**src/rtl/i_cache_pkg.sv**
```systemverilog
`timescale 1ns/1ps
`default_nettype none
// ============================================================================
// Module   : i_cache_pkg
// Purpose  : Shared types and geometry helpers for the direct-mapped
//            instruction cache (state encoding, tag/line size functions).
// Ports    : none (package)
// Revision : 1.0 - initial release
// ============================================================================
package i_cache_pkg;

    // Cache controller states.
    typedef enum logic [1:0] {
        IDLE   = 2'd0,
        REFILL = 2'd1,
        RESP   = 2'd2
    } state_e;

    // Tag width: address bits left over after index, word and byte offset.
    function automatic int tag_width(input int aw, input int ib, input int wb);
        return aw - ib - wb - 2;
    endfunction

    // Bytes per line: 4 bytes per 32-bit word.
    function automatic int line_bytes(input int wb);
        return 4 << wb;
    endfunction

    // Bits per line.
    function automatic int line_bits(input int wb);
        return 32 << wb;
    endfunction

endpackage
`default_nettype wire

```
**src/rtl/i_cache_refill.sv**
```systemverilog
`timescale 1ns/1ps
`default_nettype none
// ============================================================================
// Module   : i_cache_refill
// Purpose  : Byte-serial line refill engine. Walks mem_addr across one
//            aligned line, assembles the returned bytes into a line buffer
//            and pulses o_done on the cycle the last byte is accepted.
// Ports    : clk_in/rst_in/rdy_in  clock, sync active-low reset, pause
//            i_start, i_base        begin a refill at line base address
//            i_mem_valid/i_mem_data returned byte for the current address
//            o_mem_req/o_mem_addr   level request and byte address
//            o_line                 registered line buffer
//            o_line_next            line buffer including this cycle's byte
//            o_done                 last byte accepted this cycle
// Revision : 1.0 - initial release
// ============================================================================
module i_cache_refill
    import i_cache_pkg::*;
#(
    parameter int ADDR_WIDTH = 17,
    parameter int WORD_BITS  = 1
) (
    input  logic                               clk_in,
    input  logic                               rst_in,
    input  logic                               rdy_in,
    input  logic                               i_start,
    input  logic [ADDR_WIDTH-1:0]              i_base,
    input  logic                               i_mem_valid,
    input  logic [7:0]                         i_mem_data,
    output logic                               o_mem_req,
    output logic [ADDR_WIDTH-1:0]              o_mem_addr,
    output logic [line_bits(WORD_BITS)-1:0]    o_line,
    output logic [line_bits(WORD_BITS)-1:0]    o_line_next,
    output logic                               o_done
);

    localparam int c_LINE_B = line_bytes(WORD_BITS);
    localparam int c_LINE_W = line_bits(WORD_BITS);
    localparam int c_OFF_W  = WORD_BITS + 2;

    logic                  mem_req_q,  mem_req_d;
    logic [ADDR_WIDTH-1:0] mem_addr_q, mem_addr_d;
    logic [c_LINE_W-1:0]   line_q,     line_d;

    logic [c_OFF_W-1:0]    w_byte_sel;
    logic                  w_take;

    // The low address bits double as the byte counter: lines are aligned,
    // so the refill is finished when they reach the last byte of the line.
    assign w_byte_sel = mem_addr_q[c_OFF_W-1:0];
    assign w_take     = rdy_in && mem_req_q && i_mem_valid;
    assign o_done     = w_take && (w_byte_sel == c_OFF_W'(c_LINE_B - 1));

    always_comb begin
        mem_req_d  = mem_req_q;
        mem_addr_d = mem_addr_q;
        line_d     = line_q;
        for (int b = 0; b < c_LINE_B; b++) begin
            if (w_take && (w_byte_sel == c_OFF_W'(b))) begin
                line_d[b*8 +: 8] = i_mem_data;
            end
        end
        if (rdy_in) begin
            if (i_start) begin
                mem_req_d  = 1'b1;
                mem_addr_d = i_base;
            end else if (w_take) begin
                mem_addr_d = mem_addr_q + ADDR_WIDTH'(1);
                if (o_done) begin
                    mem_req_d = 1'b0;
                end
            end
        end
    end

    always_ff @(posedge clk_in) begin
        if (!rst_in) begin
            mem_req_q  <= 1'b0;
            mem_addr_q <= '0;
        end else begin
            mem_req_q  <= mem_req_d;
            mem_addr_q <= mem_addr_d;
        end
    end

    // Buffer contents are only consumed after a complete refill, so it
    // needs no reset.
    always_ff @(posedge clk_in) begin
        line_q <= line_d;
    end

    assign o_mem_req   = mem_req_q;
    assign o_mem_addr  = mem_addr_q;
    assign o_line      = line_q;
    assign o_line_next = line_d;

endmodule
`default_nettype wire

```
**src/rtl/i_cache_dm.sv**
```systemverilog
`timescale 1ns/1ps
`default_nettype none
// ============================================================================
// Module   : i_cache_dm
// Purpose  : Direct-mapped instruction cache. Serves 32-bit fetches from
//            2^INDEX_BITS lines of 2^WORD_BITS words; refills missing lines
//            byte-by-byte over an 8-bit memory port; supports global flush.
// Ports    : clk_in, rst_in (sync, active-low), rdy_in (pause)
//            flush                     invalidate all lines
//            fetch_req/fetch_addr      fetch request (taken when fetch_ready)
//            fetch_ready               high while idle
//            inst_valid/inst_out       one-cycle instruction result
//            mem_req/mem_addr          byte request to memory
//            mem_valid/mem_data        byte returned by memory
// Revision : 1.0 - initial release
// ============================================================================
module i_cache_dm
    import i_cache_pkg::*;
#(
    parameter int ADDR_WIDTH = 17,
    parameter int INDEX_BITS = 4,
    parameter int WORD_BITS  = 1
) (
    input  logic                  clk_in,
    input  logic                  rst_in,
    input  logic                  rdy_in,
    input  logic                  flush,
    input  logic                  fetch_req,
    input  logic [ADDR_WIDTH-1:0] fetch_addr,
    output logic                  fetch_ready,
    output logic                  inst_valid,
    output logic [31:0]           inst_out,
    output logic                  mem_req,
    output logic [ADDR_WIDTH-1:0] mem_addr,
    input  logic                  mem_valid,
    input  logic [7:0]            mem_data
);

    localparam int c_TAG_W  = tag_width(ADDR_WIDTH, INDEX_BITS, WORD_BITS);
    localparam int c_LINE_W = line_bits(WORD_BITS);
    localparam int c_LINES  = 1 << INDEX_BITS;
    localparam int c_WORDS  = 1 << WORD_BITS;
    localparam int c_OFF_W  = WORD_BITS + 2;

    // Storage arrays: contents survive reset, only valid bits are cleared.
    logic [c_LINE_W-1:0]   data_q [c_LINES];
    logic [c_TAG_W-1:0]    tag_q  [c_LINES];
    logic [c_LINES-1:0]    valid_q, valid_d;

    state_e                state_q, state_d;
    logic                  cancel_q, cancel_d;
    logic                  inst_valid_q, inst_valid_d;
    logic [31:0]           inst_out_q, inst_out_d;
    logic                  fetch_ready_q, fetch_ready_d;
    logic [WORD_BITS-1:0]  req_word_q, req_word_d;
    logic [INDEX_BITS-1:0] req_index_q, req_index_d;
    logic [c_TAG_W-1:0]    req_tag_q, req_tag_d;

    logic [c_TAG_W-1:0]    w_fetch_tag;
    logic [INDEX_BITS-1:0] w_fetch_index;
    logic [WORD_BITS-1:0]  w_fetch_word;
    logic [ADDR_WIDTH-1:0] w_fetch_base;
    logic [c_LINE_W-1:0]   w_hit_line;
    logic [c_LINE_W-1:0]   w_line_buf;
    logic [c_LINE_W-1:0]   w_line_next;
    logic [31:0]           w_hit_word;
    logic [31:0]           w_buf_word;
    logic                  w_hit;
    logic                  w_start;
    logic                  w_done;
    logic                  w_line_we;
    logic                  unused_offset;

    assign w_fetch_tag   = fetch_addr[ADDR_WIDTH-1 -: c_TAG_W];
    assign w_fetch_index = fetch_addr[c_OFF_W +: INDEX_BITS];
    assign w_fetch_word  = fetch_addr[2 +: WORD_BITS];
    assign w_fetch_base  = {fetch_addr[ADDR_WIDTH-1:c_OFF_W], {c_OFF_W{1'b0}}};
    assign unused_offset = ^fetch_addr[1:0];

    // A simultaneous flush forces a miss so the fetch never returns data
    // from a line that is being invalidated in the same cycle.
    assign w_hit_line = data_q[w_fetch_index];
    assign w_hit      = valid_q[w_fetch_index]
                        && (tag_q[w_fetch_index] == w_fetch_tag)
                        && !flush;

    always_comb begin
        w_hit_word = '0;
        w_buf_word = '0;
        for (int w = 0; w < c_WORDS; w++) begin
            if (w_fetch_word == WORD_BITS'(w)) begin
                w_hit_word = w_hit_line[w*32 +: 32];
            end
            if (req_word_q == WORD_BITS'(w)) begin
                w_buf_word = w_line_buf[w*32 +: 32];
            end
        end
    end

    i_cache_refill #(
        .ADDR_WIDTH (ADDR_WIDTH),
        .WORD_BITS  (WORD_BITS)
    ) u_refill (
        .clk_in      (clk_in),
        .rst_in      (rst_in),
        .rdy_in      (rdy_in),
        .i_start     (w_start),
        .i_base      (w_fetch_base),
        .i_mem_valid (mem_valid),
        .i_mem_data  (mem_data),
        .o_mem_req   (mem_req),
        .o_mem_addr  (mem_addr),
        .o_line      (w_line_buf),
        .o_line_next (w_line_next),
        .o_done      (w_done)
    );

    always_comb begin
        state_d      = state_q;
        cancel_d     = cancel_q;
        inst_valid_d = inst_valid_q;
        inst_out_d   = inst_out_q;
        req_word_d   = req_word_q;
        req_index_d  = req_index_q;
        req_tag_d    = req_tag_q;
        valid_d      = valid_q;
        w_start      = 1'b0;
        w_line_we    = 1'b0;
        if (rdy_in) begin
            inst_valid_d = 1'b0;
            if (flush) begin
                valid_d = '0;
            end
            case (state_q)
                IDLE: begin
                    if (fetch_req) begin
                        if (w_hit) begin
                            inst_valid_d = 1'b1;
                            inst_out_d   = w_hit_word;
                        end else begin
                            req_word_d  = w_fetch_word;
                            req_index_d = w_fetch_index;
                            req_tag_d   = w_fetch_tag;
                            cancel_d    = 1'b0;
                            w_start     = 1'b1;
                            state_d     = REFILL;
                        end
                    end
                end
                REFILL: begin
                    // The refill always completes so memory sees a clean
                    // handshake; a flush only suppresses validation/response.
                    if (flush) begin
                        cancel_d = 1'b1;
                    end
                    if (w_done) begin
                        w_line_we = 1'b1;
                        if (!(cancel_q || flush)) begin
                            valid_d[req_index_q] = 1'b1;
                        end
                        state_d = RESP;
                    end
                end
                RESP: begin
                    if (!cancel_q) begin
                        inst_valid_d = 1'b1;
                        inst_out_d   = w_buf_word;
                    end
                    cancel_d = 1'b0;
                    state_d  = IDLE;
                end
                default: begin
                    state_d = IDLE;
                end
            endcase
        end
        fetch_ready_d = (state_d == IDLE);
    end

    always_ff @(posedge clk_in) begin
        if (!rst_in) begin
            state_q       <= IDLE;
            cancel_q      <= 1'b0;
            inst_valid_q  <= 1'b0;
            inst_out_q    <= '0;
            fetch_ready_q <= 1'b1;
            valid_q       <= '0;
            req_word_q    <= '0;
            req_index_q   <= '0;
            req_tag_q     <= '0;
        end else begin
            state_q       <= state_d;
            cancel_q      <= cancel_d;
            inst_valid_q  <= inst_valid_d;
            inst_out_q    <= inst_out_d;
            fetch_ready_q <= fetch_ready_d;
            valid_q       <= valid_d;
            req_word_q    <= req_word_d;
            req_index_q   <= req_index_d;
            req_tag_q     <= req_tag_d;
        end
    end

    // Line write uses the buffer with the final byte merged in, since that
    // byte lands in the buffer on the same edge.
    always_ff @(posedge clk_in) begin
        if (rst_in && w_line_we) begin
            data_q[req_index_q] <= w_line_next;
            tag_q[req_index_q]  <= req_tag_q;
        end
    end

    assign fetch_ready = fetch_ready_q;
    assign inst_valid  = inst_valid_q;
    assign inst_out    = inst_out_q;

endmodule
`default_nettype wire

```
**config.mk**
```make
export PLATFORM = sky130hd
export DESIGN_NAME = i_cache_dm
export DESIGN_NICKNAME = d
export VERILOG_FILES = /design/src/rtl/i_cache_pkg.sv /design/src/rtl/i_cache_refill.sv /design/src/rtl/i_cache_dm.sv
export SDC_FILE = /design/constraint.sdc
export NUM_CORES = 1
export LEC_CHECK = 0
export CORE_MARGIN = 2
export CORE_UTILIZATION = 45
export CTS_CLUSTER_DIAMETER = 40
export DETAILED_ROUTE_END_ITERATION = 7
export SETUP_SLACK_MARGIN = 0.2
export SYNTH_ARGS = -nofsm -noshare
export SYNTH_HDL_FRONTEND = slang
export SYNTH_SLANG_ARGS = --single-unit
```
**constraint.sdc**
```tcl
create_clock -name clk_in -period 22.8 [get_ports clk_in]
set_input_delay 6.84 -clock clk_in [delete_from_list [all_inputs] [get_ports clk_in]]
set_output_delay 6.84 -clock clk_in [all_outputs]
set_load 0.1 [all_outputs]
```
# Word level (Yosys, flattened, before mapping)

Memory sizes are Yosys's and may differ from the RTL's.
Index checks and enable logic that the tools add are counted.

Add/subtract/negate cells: 1
Order comparisons: 3
Equal/unequal tests: 15
Muxes and demuxes: 50
Bitwise logic cells: 2
Reductions and logical operators: 28

Operators by type and width:

| kind                  | number |
|---|---|
| $mux 32               | 5 |
| $mux 16               | 5 |
| $mux 8                | 8 |
| $pmux 32 s2           | 1 |
| $mux 17               | 2 |
| $mux 1                | 20 |
| $add 17x1->17 const B | 1 |
| $or 16x16->16         | 1 |
| $logic_and 1x1->1     | 14 |
| $eq 3x3->1 const B    | 4 |
| $eq 10x10->1          | 1 |
| $lt 4x5->1 const B    | 2 |
| $ne 2x2->1 const B    | 5 |
| $reduce_and 5->1      | 2 |
| $mux 2                | 4 |
| $eq 3x2->1 const B    | 2 |
| $reduce_bool 2->1     | 3 |
| $bmux 1 s4            | 1 |
| $demux 1 s4           | 1 |
| $ge 4x1->1 const B    | 1 |
| $logic_not 2->1       | 2 |
| $pmux 2 s2            | 1 |
| $reduce_and 4->1      | 1 |
| $eq 3x1->1 const B    | 1 |
| other kinds (11)      | 11 |

Register bits after elaboration: 150
Memory bits (writable): 1184
Bits of input ports: 31
Output and inout port bits: 52
Word-level logic and storage cells: 113
Memories kept: 2

Memory list:

| memory | depth | bits a word | rd ports | clocked after memory_dff | wr ports | RTL line         | text |
|---|---|---|---|---|---|---|---|
| data_q | 16    | 64          | 1        | 0                        | 1        | i_cache_dm.sv:46 | `logic [c_LINE_W-1:0] data_q [c_LINES];` |
| tag_q  | 16    | 10          | 1        | 0                        | 1        | i_cache_dm.sv:47 | `logic [c_TAG_W-1:0] tag_q [c_LINES];` |

# Longest topological paths before layout

Word-level depth: 10
Depth in mapped cells: 12
Mapped depth without buffers: 8

# Hierarchy

A second synthesis with hierarchy kept.

Cell total of the unflattened synthesis: 2462
Area total of the unflattened synthesis: 52241.4 um2

Modules (own cells, without submodules):

| module         | instances | cells an instance | area an instance (um2) | sequential area each (um2) |
|---|---|---|---|---|
| i_cache_dm     | 1         | 2165              | 48844.3                | 36915.4 |
| i_cache_refill | 1         | 297               | 3397.0                 | 1641.6 |

# Least setup slack after synthesis

Ideal clock, no wire load.

Path kind: in2reg
Start point: input port mem_valid
End point: memory data_q[4][0] (netlist name) (enable)
Arrival time: 13.103 ns
Required time: 22.203 ns
Path slack: 9.100 ns
Cell stages on the path: 7
Path buffers: 2
Cells stage by stage: and3_1 -> clkbuf_1 -> and2_1 -> nand2_1 -> or3_1 -> clkbuf_1 -> nor3_1

Longest elaborated chain between the ends: 8

RTL lines:

| item                         | RTL line             | text |
|---|---|---|
| start, declared              | i_cache_dm.sv:35     | `input logic mem_valid,` |
| $logic_and 1x1->1            | i_cache_refill.sv:51 | `assign w_take = rdy_in && mem_req_q && i_mem_valid;` |
| $logic_and 1x1->1            | i_cache_refill.sv:52 | `assign o_done = w_take && (w_byte_sel == c_OFF_W'(c_LINE_B - 1));` |
| $mux 1                       | i_cache_dm.sv:156    | `if (w_done) begin` |
| $mux 1                       | i_cache_dm.sv:134    | `case (state_q)` |
| $mux 1                       | i_cache_dm.sv:129    | `if (rdy_in) begin` |
| $logic_and 1x1->1            | i_cache_dm.sv:207    | `if (rst_in && w_line_we) begin` |
| $mux 1                       | i_cache_dm.sv:207    |  |
| $mux 1 (not written as such) | i_cache_dm.sv:208    | `data_q[req_index_q] <= w_line_next;` |
| end, declared                | i_cache_dm.sv:46     |  |

Every way passes these cells.

# Final worst setup path

Start point: input port fetch_addr[4]
End point: register inst_out_q[8], in the netlist inst_out[8]

Longest elaborated chain between the ends: 6
Elaborated cells on any way between the ends: 13
Those cells by class: eq/ne: 2; mux: 6; reduce/logical: 3; memory: 2

RTL lines:

| item                                        | RTL line                           | text |
|---|---|---|
| start, declared                             | i_cache_dm.sv:29                   | `input logic [ADDR_WIDTH-1:0] fetch_addr,` |
| $mem_v2 16x10 or $bmux 1 s4 (tied branches) | -                                  |  |
| $eq 10x10->1 or $mux 1 (tied branches)      | i_cache_dm.sv:84, i_cache_dm.sv:83 |  |
| $logic_and 1x1->1                           | i_cache_dm.sv:84                   | `&& (tag_q[w_fetch_index] == w_fetch_tag)` |
| $logic_and 1x1->1                           | i_cache_dm.sv:85                   | `&& !flush;` |
| $ne 2x2->1 (no source line)                 | -                                  |  |
| $reduce_and 5->1 (no source line)           | -                                  |  |
| end signal, assigned                        | i_cache_dm.sv:195                  | `inst_out_q <= inst_out_d;` |
| end, declared                               | i_cache_dm.sv:53                   | `logic [31:0] inst_out_q, inst_out_d;` |

Several ways; a longest one is shown, not always the timed one. The select of a mux whose other input is x is not followed.
A chain may end at the register's enable or synchronous reset.

==> run_results.csv <==
group,metric,value,unit
pwr,leakage_dissipation,20.3,nW
synth,post-synth-top-area-fraction,69.1,%
placed_design,hpwlAfterDp,62200,um
synth,netlist_top_cells_count,"sky130_fd_sc_hd__edfxtp_1, sky130_fd_sc_hd__mux4_2, sky130_fd_sc_hd__dfxtp_1",
clock_network,clock_insertion_delay_worst_skew,0.75,ns
detailed_routing,postRouteWirelength,123000,um
sta,layout_min_cycle_time,11.28,ns
sta,hold_viol_final,0,
setup_path,r2r_slack,18.36,ns
setup_path,worst-endpoint-arrival,11.95,ns
clock_network,postCtsResizedCells,0,
cells_and_area,area_delta_synth_final,15.9,%
synth,synth-edff-count,1184,
placed_design,input_output_buffers,80,
sta,worst_margin_slew,1.19,ns
setup_path,setup.worst_path.start_class,"input port",
die,initial_utilization,45.2,%
setup_path,cp-end-kind,"register",
synth,synth-compound-area-share,2.84,%
die,placementRows,124,
sta,fin_tns_setup,0,ns
setup_path,criticalPathCategory,"in2reg",
detailed_routing,wl_per_cell,28.8,um
synth,synth_seq_area_share,74.9,%
clock_network,cts.htree.levels,4,
cells_and_area,nNetsFinal,2674,
synth,synth_area_leaders,"sky130_fd_sc_hd__edfxtp_1, sky130_fd_sc_hd__mux4_2, sky130_fd_sc_hd__dfxtp_1",
setup_path,r2r-end,"data_q[10][43]",
synth,largest_family_of_logic_cells_by_synthesized_area,"multiplexers",
clock_network,cts_buffers,162,
synth,post_synth_inst_count,2484,
synth,synth-xor-area-share,0.408,%
sta,rsz0062_at_grt,"false",
synth,yosys_most_used_dff,"sky130_fd_sc_hd__edfxtp_1",
synth,synthMuxAreaShare,17.6,%
setup_path,crit_path_start,"fetch_addr[4]",
pwr,power-per-cell-area,92.7,nW/um^2
clock_network,root_buffer,"sky130_fd_sc_hd__clkbuf_16",
die,die_y,342,um
cells_and_area,n_antenna_cell,0,
grt,grt_first_pass_wirelength,181000,um
synth,synth.largest_area_cell,"sky130_fd_sc_hd__edfxtp_1",
flow_run,drv.max_cap_violation_count,0,
hold_path,hold_depth,2,
synth,synth_simple_gate_area_share,2.68,%
detailed_routing,drt_drc_violations_left,0,
synth,synthAdderAreaFrac,0.219,%
clock_network,cts.reportedPaths.clkPinSlew,0.06,ns
synth,synth_area,51500,um^2
clock_network,quantity_of_hold_fixing_buffers_added_after_cts,0,
clock_network,number_of_sinks_on_the_clock_net,1334,
die,die_width,342,um
synth,share_of_synthesized_flip_flops_with_an_asynchronous_set_or_reset,0,%
grt,grt_antenna_before_repair,4,
synth,yosysWarningCount,0,
grt,grt_remaining_overflow,0,
sta,timing_max_transition_violations_final,0,
sta,setup_slack,11.52,ns
synth,syn-num-nets,2524,
pwr,worst_ir_drop_vdd,0.0684,mV
setup_path,source_of_the_worst_register_to_register_timing_path,"u_refill.o_mem_addr[0]",
detailed_routing,routed-via-count,25500,
setup_path,cell_count_of_the_worst_reg_to_reg_path,8,
sta,fin_crit_sh,49.5,%
setup_path,crit_path_max_fanout,115,
sta,max_slew_margin,20.7,%
synth,ys_seq_elements,1334,
cells_and_area,finish.utilization,52.4,%
die,ios,83,
clock_network,cts_buffer_depth,3,
detailed_routing,drt_iter0_markers,2694,
grt,grt_pass1_vias,26800,
setup_path,crit_path_end,"inst_out[8]",
clock_network,tritoncts,"done",
setup_path,critPathRequiredTime,23.47,ns
placed_design,routabilityCongestion,0.764,
cells_and_area,design_area,59700,um^2
synth,syn-mean-instance-area,20.7,um^2
cells_and_area,drive_gt1_share,27.9,%
sta,max_freq,0.0886,GHz
synth,synth.lib_cells_used.distinct,57,
grt,grt_start_max_net_pins,116,
pwr,total_power,5.53,mW
detailed_routing,detail_route.vias_per_cell,5.95,
synth,synth.most_common_cell,"sky130_fd_sc_hd__edfxtp_1",
detailed_routing,ant_nets,0,
grt,globalRouteTotalUtil,21.4,%
clock_network,post-cts-setup-buffers,0,
placed_design,placedInstanceArea,54100,um^2
die,die_area,117000,um^2
die,fp.coreArea,114000,um^2
run_status,status,"completed",
sta,worst_clock_skew,0.0233,ns
placed_design,dpl_worst_slack,10.56,ns
sta,final_report_setup_violation_count,0,
detailed_routing,detailedRoute.firstPassIterationCount,6,
hold_path,type_of_the_tightest_min_delay_check,"reg2reg",
cell usage in the layout (no fill, tap or decap), types with 6 or more instances in the layout:
cell type / n
sky130_fd_sc_hd__and2_1: 8
sky130_fd_sc_hd__clkbuf_16: 166
sky130_fd_sc_hd__nand3_1: 46
sky130_fd_sc_hd__inv_8: 6
sky130_fd_sc_hd__clkinvlp_4: 19
sky130_fd_sc_hd__clkbuf_8: 9
sky130_fd_sc_hd__clkdlybuf4s50_1: 75
sky130_fd_sc_hd__clkinv_2: 10
sky130_fd_sc_hd__nand2b_1: 6
sky130_fd_sc_hd__a21oi_1: 47
sky130_fd_sc_hd__o31ai_1: 12
sky130_fd_sc_hd__xor2_1: 16
sky130_fd_sc_hd__mux2i_1: 25
sky130_fd_sc_hd__edfxtp_1: 1184
sky130_fd_sc_hd__mux4_2: 359
sky130_fd_sc_hd__inv_1: 10
sky130_fd_sc_hd__clkbuf_1: 33
sky130_fd_sc_hd__dfxtp_1: 149
sky130_fd_sc_hd__buf_4: 49
sky130_fd_sc_hd__inv_6: 16
sky130_fd_sc_hd__ha_1: 9
sky130_fd_sc_hd__a211oi_1: 36
sky130_fd_sc_hd__nand2_1: 119
sky130_fd_sc_hd__nor2b_1: 35
sky130_fd_sc_hd__o21ai_1: 23
sky130_fd_sc_hd__a31oi_1: 33
sky130_fd_sc_hd__bufinv_16: 18
sky130_fd_sc_hd__clkinv_4: 12
sky130_fd_sc_hd__o21ai_0: 42
sky130_fd_sc_hd__nor2_1: 12
sky130_fd_sc_hd__nor2_4: 12
sky130_fd_sc_hd__nand4_1: 19
sky130_fd_sc_hd__clkinv_1: 10
sky130_fd_sc_hd__mux2_2: 65
sky130_fd_sc_hd__xnor2_1: 8
report_power, final:
part,internal (mW),leakage [nW],switching (mW),total (mW)
clock,1.59,2.66,1.02,2.61
combinational,0.0773,4.33,0.159,0.236
sequential,2.67,13.3,0.0133,2.68
cell type report:
| type | count | area (um^2) |
|---|---|---|
| tap | 1512 | 1890 |
| inverter | 13 | 48.8 |
| multi-input combinational | 993 | 12400 |
| clock buffer | 208 | 4400 |
| fill | 8785 | 54200 |
| sequential | 1334 | 38600 |
| timing repair buffer | 130 | 1210 |
| clock inverter | 96 | 1180 |
worst min-delay path by stage:
stage	from	end
4_1_cts	valid_q[14]	valid_q[14]
5_1_grt	valid_q[14]	valid_q[14]
3_5_place_dp	valid_q[14]	valid_q[14]
3_3_place_gp	valid_q[10]	valid_q[10]
2_1_floorplan	valid_q[10]	valid_q[10]
6_report	valid_q[14]	valid_q[14]
kinds of logic after synthesis:
family | after synthesis
DFF | 1334
muxes | 449
and+or+nand+nor | 285
AOI/OAI and AO/OA | 226
buffers and inverters | 157
xor gates and xnor gates | 24
adders and majority gates | 9
sequential cells by signal, summed over array words and instances, names as in the netlist:
register,cells
u_refill.o_mem_req,1
valid_q,16
req_index_q,4
cancel_q,1
req_word_q,1
data_q,1024
inst_out,32
u_refill.o_line,64
req_tag_q,10
u_refill.o_mem_addr,17
fetch_ready,1
state_q,2
inst_valid,1
tag_q,160
worst max-delay path, stage by stage:
cell,delay (ns)
sky130_fd_sc_hd__buf_8,0.61
sky130_fd_sc_hd__buf_12,0.50
sky130_fd_sc_hd__buf_4,0.94
sky130_fd_sc_hd__mux4_2,0.41
sky130_fd_sc_hd__nand2b_1,0.17
sky130_fd_sc_hd__a221oi_2,0.43
sky130_fd_sc_hd__xnor2_1,0.15
sky130_fd_sc_hd__nor3_2,0.33
sky130_fd_sc_hd__a41o_2,0.96
sky130_fd_sc_hd__nand3_1,0.20
sky130_fd_sc_hd__a21oi_1,0.17
stage by stage:
step	cells	hold slack (ns)
floorplan	2484	0.420
global placement	3982	0.428
detailed placement	3982	0.439
CTS	4286	0.451
global route	4286	0.484
finish	4286	0.449
layer usage:
layer | GRT usage, % | up-vias | wire (um)
met3 | 3.67 | 188 | 8250
met4 | 6.50 | 2 | 3050
li1 | - | 10700 | -
met5 | 0 | - | 11
met2 | 34.0 | 907 | 59300
met1 | 30.5 | 13700 | 52600
(Power assumes the default switching activity.)
